File: src/rtl/exec_timer_display_ctrl.sv
// exec_timer_display_ctrl
//
// Measures how long the processor spends in the execute state, scales the
// cycle count to display time units, and hands the result to a binary-to-BCD
// converter when the system reaches finish. It also produces the state code
// and valid flag that hex_display consumes.
//
// Ports
//   clk                        system clock, rising edge
//   rstN                       synchronous active-low reset
//   state[2:0]                 top-level state (4 = execute, 5 = transmit, 6 = finish)
//   conv_ready                 converter idle, may accept a start
//   conv_done                  converter one-cycle pulse, BCD digits valid
//   timeValue[TIME_WIDTH-1:0]  measured time in units, registered
//   start_timeValue_convetion  one-cycle converter start pulse
//   disp_state[2:0]            state code for hex_display, 3'd7 = blank
//   time_valid                 converted digits are on the display
module exec_timer_display_ctrl #(
  parameter int unsigned TICKS_PER_UNIT = 50,
  parameter int unsigned TIME_WIDTH     = 26
) (
  input  logic                  clk,
  input  logic                  rstN,
  input  logic [2:0]            state,
  input  logic                  conv_ready,
  input  logic                  conv_done,
  output logic [TIME_WIDTH-1:0] timeValue,
  output logic                  start_timeValue_convetion,
  output logic [2:0]            disp_state,
  output logic                  time_valid
);

  localparam int unsigned PrescW = $clog2(TICKS_PER_UNIT);

  localparam logic [PrescW-1:0]     PrescMax = PrescW'(TICKS_PER_UNIT - 1);
  localparam logic [TIME_WIDTH-1:0] TimeMax  = '1;

  localparam logic [2:0] TopExec   = 3'd4;
  localparam logic [2:0] TopFinish = 3'd6;
  localparam logic [2:0] DispBlank = 3'd7;

  typedef enum logic [2:0] {
    FsmIdle,
    FsmTiming,
    FsmHold,
    FsmReq,
    FsmWait,
    FsmShow
  } fsm_e;

  fsm_e                  fsm_q, fsm_d;
  logic [2:0]            prev_state_q;
  logic [PrescW-1:0]     presc_q, presc_d;
  logic [TIME_WIDTH-1:0] time_q, time_d;
  logic                  start_q, start_d;
  logic                  time_valid_q, time_valid_d;
  logic [2:0]            disp_q, disp_d;

  logic enter_exec;
  logic enter_finish;
  logic in_finish;

  assign enter_exec   = (state == TopExec) && (prev_state_q != TopExec);
  assign enter_finish = (state == TopFinish) && (prev_state_q != TopFinish);
  assign in_finish    = (state == TopFinish);

  // Next-state logic. Entry to execute overrides everything else, including a
  // conv_done pulse arriving in the same cycle.
  always_comb begin
    fsm_d   = fsm_q;
    presc_d = presc_q;
    time_d  = time_q;
    start_d = 1'b0;

    if (enter_exec) begin
      fsm_d   = FsmTiming;
      presc_d = '0;
      time_d  = '0;
    end else begin
      unique case (fsm_q)
        // Reaching finish straight from reset converts the cleared value.
        FsmIdle: begin
          if (enter_finish) begin
            fsm_d = FsmReq;
          end
        end

        // Every cycle spent here is one counted execute cycle, including the
        // edge on which state leaves 4; the unfinished unit is then dropped.
        FsmTiming: begin
          if (presc_q == PrescMax) begin
            presc_d = '0;
            if (time_q != TimeMax) begin
              time_d = time_q + 1'b1;
            end
          end else begin
            presc_d = presc_q + 1'b1;
          end
          if (state != TopExec) begin
            fsm_d = enter_finish ? FsmReq : FsmHold;
          end
        end

        FsmHold: begin
          if (enter_finish) begin
            fsm_d = FsmReq;
          end
        end

        FsmReq: begin
          if (!in_finish) begin
            fsm_d = FsmHold;
          end else if (conv_ready) begin
            start_d = 1'b1;
            fsm_d   = FsmWait;
          end
        end

        // A late conv_done after leaving finish lands in HOLD and is ignored.
        FsmWait: begin
          if (!in_finish) begin
            fsm_d = FsmHold;
          end else if (conv_done) begin
            fsm_d = FsmShow;
          end
        end

        FsmShow: begin
          if (!in_finish) begin
            fsm_d = FsmHold;
          end
        end

        default: fsm_d = FsmIdle;
      endcase
    end
  end

  // Display outputs follow the next FSM state so disp_state and time_valid
  // change on the same edge as the FSM itself.
  always_comb begin
    time_valid_d = (fsm_d == FsmShow);
    disp_d       = state;
    if (state == TopFinish) begin
      disp_d = (fsm_d == FsmShow) ? TopFinish : DispBlank;
    end
  end

  always_ff @(posedge clk) begin
    if (!rstN) begin
      fsm_q        <= FsmIdle;
      prev_state_q <= 3'd0;
      presc_q      <= '0;
      time_q       <= '0;
      start_q      <= 1'b0;
      time_valid_q <= 1'b0;
      disp_q       <= DispBlank;
    end else begin
      fsm_q        <= fsm_d;
      prev_state_q <= state;
      presc_q      <= presc_d;
      time_q       <= time_d;
      start_q      <= start_d;
      time_valid_q <= time_valid_d;
      disp_q       <= disp_d;
    end
  end

  assign timeValue                 = time_q;
  assign start_timeValue_convetion = start_q;
  assign disp_state                = disp_q;
  assign time_valid                = time_valid_q;

endmodule
File: config.mk
export PLATFORM = sky130hd
export DESIGN_NAME = exec_timer_display_ctrl
export DESIGN_NICKNAME = d
export VERILOG_FILES = /design/src/rtl/exec_timer_display_ctrl.sv
export SDC_FILE = /design/constraint.sdc
export NUM_CORES = 1
export LEC_CHECK = 0
export CAP_MARGIN = 0
export CELL_PAD_IN_SITES_DETAIL_PLACEMENT = 1
export CELL_PAD_IN_SITES_GLOBAL_PLACEMENT = 2
export CORE_AREA = 2 2 88 81
export DETAILED_ROUTE_END_ITERATION = 10
export DIE_AREA = 0 0 90 83
export GPL_ROUTABILITY_DRIVEN = 0
export PLACE_DENSITY = 0.88
export SLEW_MARGIN = 20
export SYNTH_ARGS = -nofsm -noshare
export SYNTH_HDL_FRONTEND = slang
export SYNTH_SLANG_ARGS = --single-unit
export TNS_END_PERCENT = 5
File: constraint.sdc
create_clock -name clk -period 5.05 [get_ports clk]
set_input_delay 0.7575 -clock clk [delete_from_list [all_inputs] [get_ports clk]]
set_output_delay 0.7575 -clock clk [all_outputs]
set_load 0.005 [all_outputs]
Yosys cells after proc, flatten, opt, wreduce, memory -nomap -nowiden
Cells that the tools add are included.
{"block": "op_classes", "n_mux": 14, "n_reduce_logical": 7, "n_eq_ne": 13, "n_addsub": 2, "bitwise_logic": 3}
{"cell": "two-way mux 3 bit", "count": 9}
{"cell": "adder 26 x 1 -> 26 bit (second input constant)", "count": 1}
{"cell": "!= test 26 bit (second input constant)", "count": 1}
{"cell": "== test 3 bit (second input constant)", "count": 5}
{"cell": "case mux 3 bit (5 select lines)", "count": 1}
{"cell": "!= test 3 bit (second input constant)", "count": 3}
{"cell": "adder 6 x 1 -> 6 bit (second input constant)", "count": 1}
{"cell": "== test 3 x 2 -> 1 bit (second input constant)", "count": 2}
{"cell": "== test 6 bit (second input constant)", "count": 1}
{"cell": "two-way mux 6 bit", "count": 1}
{"cell": "OR reduction 2 bit", "count": 2}
{"cell": "OR reduction 4 bit", "count": 1}
{"cell": "== test 3 x 1 -> 1 bit (second input constant)", "count": 1}
{"cell": "logical NOT 3 bit", "count": 1}
{"cell": "two-way mux 1 bit", "count": 3}
{"cell": "NOT 1 bit", "count": 3}
{"cell": "AND reduction 3 bit", "count": 1}
{"cell": "logical AND 1 bit", "count": 2}
{"block": "totals", "ff_bits": 43, "wordCells": 46, "inputBits": 7, "output_inout_bits": 31}

Logic depth before layout (Yosys ltp)
{"block": "logic_depth", "depth_word": 9, "mapped_depth": 7, "depth_no_buf": 6}

Worst setup path after synthesis
OpenSTA, ideal clock, no wires.
{"block": "synth_timing", "path_type": "reg2reg", "startpoint": "reg time_q[0] (netlist: timeValue[0])", "endpoint": "reg time_q[20] (netlist: timeValue[20])", "period_less_slack_ns": 2.151, "stages_incl_launch_ff": 7, "required_ns": 4.980, "n_path_buf": 1, "arrival_time_ns": 2.081, "setup_slack_ns": 2.899, "setup_ns": 0.070, "path_cell_list": "dfxtp_1 -> ha_1 -> nand4_1 -> or4_1 -> clkbuf_1 -> or4_1 -> a21oi_1"}
{"block": "synth_via", "elab_chain_len": 2, "word_cells_on_any_way": 3, "cone_classes": "add/sub (1); eq/ne (1); reduce/logical (1)"}
{"item": "start: declaration", "line_no": "54", "source": "logic [TIME_WIDTH-1:0] time_q, time_d;"}
{"item": "start signal: assignment", "line_no": "162", "source": "time_q <= time_d;"}
{"item": "parallel branches: the longest is 2 deep, another holds adder 26 x 1 -> 26 bit"}
Parallel ways; which one is timed is not known.
A chain may end at the register's enable or synchronous reset.

Worst setup path in the final report
{"block": "layout_timing", "startpoint": "reg time_q[0] (netlist: timeValue[0])", "endpoint": "reg time_q[14] (netlist: timeValue[14])"}
Same word-level chain as after synthesis.

==> summary.txt <==
Timing
  • Final Hold Slack: a little over 0.5 ns
  • Setup_tns: 0 ns
  • Max transition margin: a little over a third
  • Fmax: 0.3801 GHz
  • RSZ-0062 raised after global routing: no
  • Final worst path period share: 52.10%
  • Final setup viols: 0
  • Final min period: 2.631 ns
  • Clock skew: between 0.008 and 0.009 ns
  • Fin. max-slew vios: 0
  • Worst slew pin tran: slightly below 1 ns
  • Final Hold Vio Count: 0

Clock tree
  • CTS HTree Levels: 2
  • CTS tree: built
  • PostCTS Resize Cnt: 0
  • CTS Hold Bufs: 0
  • Setup bufs post-CTS: 0
  • Clock sink total: 43
  • CTS Buffer Depth: 2
  • Clock slew at reported path FFs: approximately 0.09 ns
  • Num CTS Buffers: 5
  • Clk root buf: clkbuf_8
  • Clock Latency Late Sink: about 0.30 ns

Job
  • Max Cap Viol: 0

Synthesis
  • Cell accounting for the most synthesized area: dfxtp_1
  • Area of the mapped netlist: ~0.0021 mm²
  • Net Count, Synth: ~250
  • Synth cell types: between 50 and 60
  • Most frequent cell after synthesis: dfxtp_1
  • Top cells by count, synth: dfxtp_1 (43), nand2_1 (23), nor2_1 (22)
  • Top cell type's share of synthesized area: about two fifths
  • Yosys warnings: 0
  • Post-Synthesis Cells: between 200 and 250
  • Sequential element share of the synthesized area: between 40% and 50%
  • Number of flops mapped to enable cells by yosys: 0
  • Synthesized flop and latch total: 43
  • Mean area per synthesized cell: approximately 8.7 µm²
  • Ys flop type: dfxtp_1
  • Top cells by area, synth: dfxtp_1 (41%), a21oi_1 (4.8%), nand2_1 (4.1%)
  • Async S/R FF share, synth: 0%

Finish
  • Nets: just under 300
  • Share of layout cells above drive strength 1: 7.117%
  • Layout area overhead: 27.19%
  • # diodes: 0
  • Final Non-Filler Cells: roughly 370

Detailed routing
  • DRC violations left: 0
  • Drt pass-1 iters: 4
  • Drt total wl: approximately 5500 µm
  • DR iter-0 viols: 94
  • DR vias/cell: 5.226
  • Vias: between 1,500 and 2,000
  • ANT nets after route: 0
  • Routed len/inst: around 15 µm

Die
  • Initial Utilization: 32.20%
  • CORE AREA: ~0.0065 mm²
  • Die height: slightly above 80 µm
  • IO Count: 38
  • Num rows: 28
  • Die Span X: 90 µm
  • Die area: 0.007470 mm²

Critical path
  • Worst setup SP type: flop
  • WS Path Type: flop to flop
  • CP arrival: ~2.9 ns
  • CP Max Fanout: 6
  • R2R cell count: 6
  • Worst setup EP type: flop
  • Required @ worst endpoint: ~5.3 ns

Power and ir drop
  • Total leakage power: approximately 0.83 nW
  • Final Power: around 650 µW
  • Pwr dens: between 200 and 250 mW/mm²
  • Max VDD drop: between 0.09 and 0.1 mV

Placement
  • Post-DP HPWL: 4039 µm
  • IO Port Bufs: 37
  • Placed cell count: 363

GRT
  • Tot GR Track Use: roughly 15%
  • Initial antenna violation count: 0
  • Largest net degree at the start of global routing: 28
  • Grt total ovfl: 0
  • Vias in the first global route: between 1,500 and 2,000
  • Global-route wire length before repair: about 9500 µm

Worst hold path
  • HP Class: flop to flop
  • Cells on Worst Hold Path: 2

Status
  • Status: finished clean
worst max-delay path: stages, from the launching register on:
cell and delay [ns]:
dfxtp_1 0.44, ha_1 0.26, nand4_1 0.24, nor4_1 0.88
a21oi_1 0.37, a31oi_1 0.27, a41o_1 0.11
metrics by stage:
step / worst slack [ns] / instance area [µm²] / utilization [%]
after floorplan: 2.899 / 2098 / -
after global placement: 2.283 / 2556 / 39.23
after detailed placement: 2.214 / 2556 / 39.23
after CTS: 2.394 / 2669 / 40.96
after global routing: 2.094 / 2669 / 40.96
final: 2.419 / 2669 / 40.96
kinds of logic after synthesis:
logic type	share of synthesized area (%)
AND/OR/NAND/NOR	31.84
XOR/XNOR	5.009
adder cells (fa/ha/maj)	1.789
multiplexers	0.9541
flip-flops	41.03
AO/OA/AOI/OAI	17.47
buffers and inverters	1.908
layer usage:
layer	vias up	share of wire (%)	global-route usage, %
met5	-	0	0
met4	0	1.2	4.196
met3	6	3.8	3.267
met2	36	44	23.72
met1	916	51	21.26
li1	981	-	-
sequential cells by signal (all words and copies together) (netlist names):
name	flops
timeValue	26
presc_q	6
disp_state	3
fsm_q	3
prev_state_q	3
start_timeValue_convetion	1
time_valid	1
where the power goes:
| group | switching [mW] | leakage [nW] | total (mW) | internal, mW |
|---|---|---|---|---|
| combinational | 0.0167 | 0.427 | 0.0311 | 0.0145 |
| sequential | 0.00366 | 0.348 | 0.347 | 0.343 |
| clock | 0.127 | 0.0581 | 0.275 | 0.147 |
| total | 0.147 | 0.834 | 0.652 | 0.505 |
cell type report:
class                           count  area (µm²)
Clock inverter                      3       43.79
Tap cell                           90       112.6
Sequential cell                    43       860.8
Multi-Input combinational cell    189        1197
Inverter                            4       15.01
Timing Repair Buffer               37       370.4
Fill cell                         799        3847
Clock buffer                        5       68.82
worst paths after layout:
kind	slack [ns]	from	to
worst min-delay path	0.52	presc_q[5]	presc_q[5]
worst max register to register	2.42	timeValue[0]	timeValue[14]
worst max-delay path	2.42	timeValue[0]	timeValue[14]
worst min register to register	0.52	presc_q[5]	presc_q[5]
placed cells by master (no fill, tap or decap), drive strengths merged, types with 3 or more instances in the layout:
master         netlist  routed
inv                  4       4
or4                  4       4
nor4                 4       4
nand3               10      10
nor2                22      22
ha                   3       3
nor2b                4       4
clkdlybuf4s50        0      37
or3                  7       7
and3                 3       3
xor2                 6       6
o31ai                6       6
xnor2                6       6
a21oi               20      20
and2                 4       4
dfxtp               43      43
and4                 5       5
nand2b               4       4
nand2               23      23
clkbuf               2       5
nand4               11      11
o21ai                8       8
nor3                 7       7
Power figures use the tool's default switching activity.
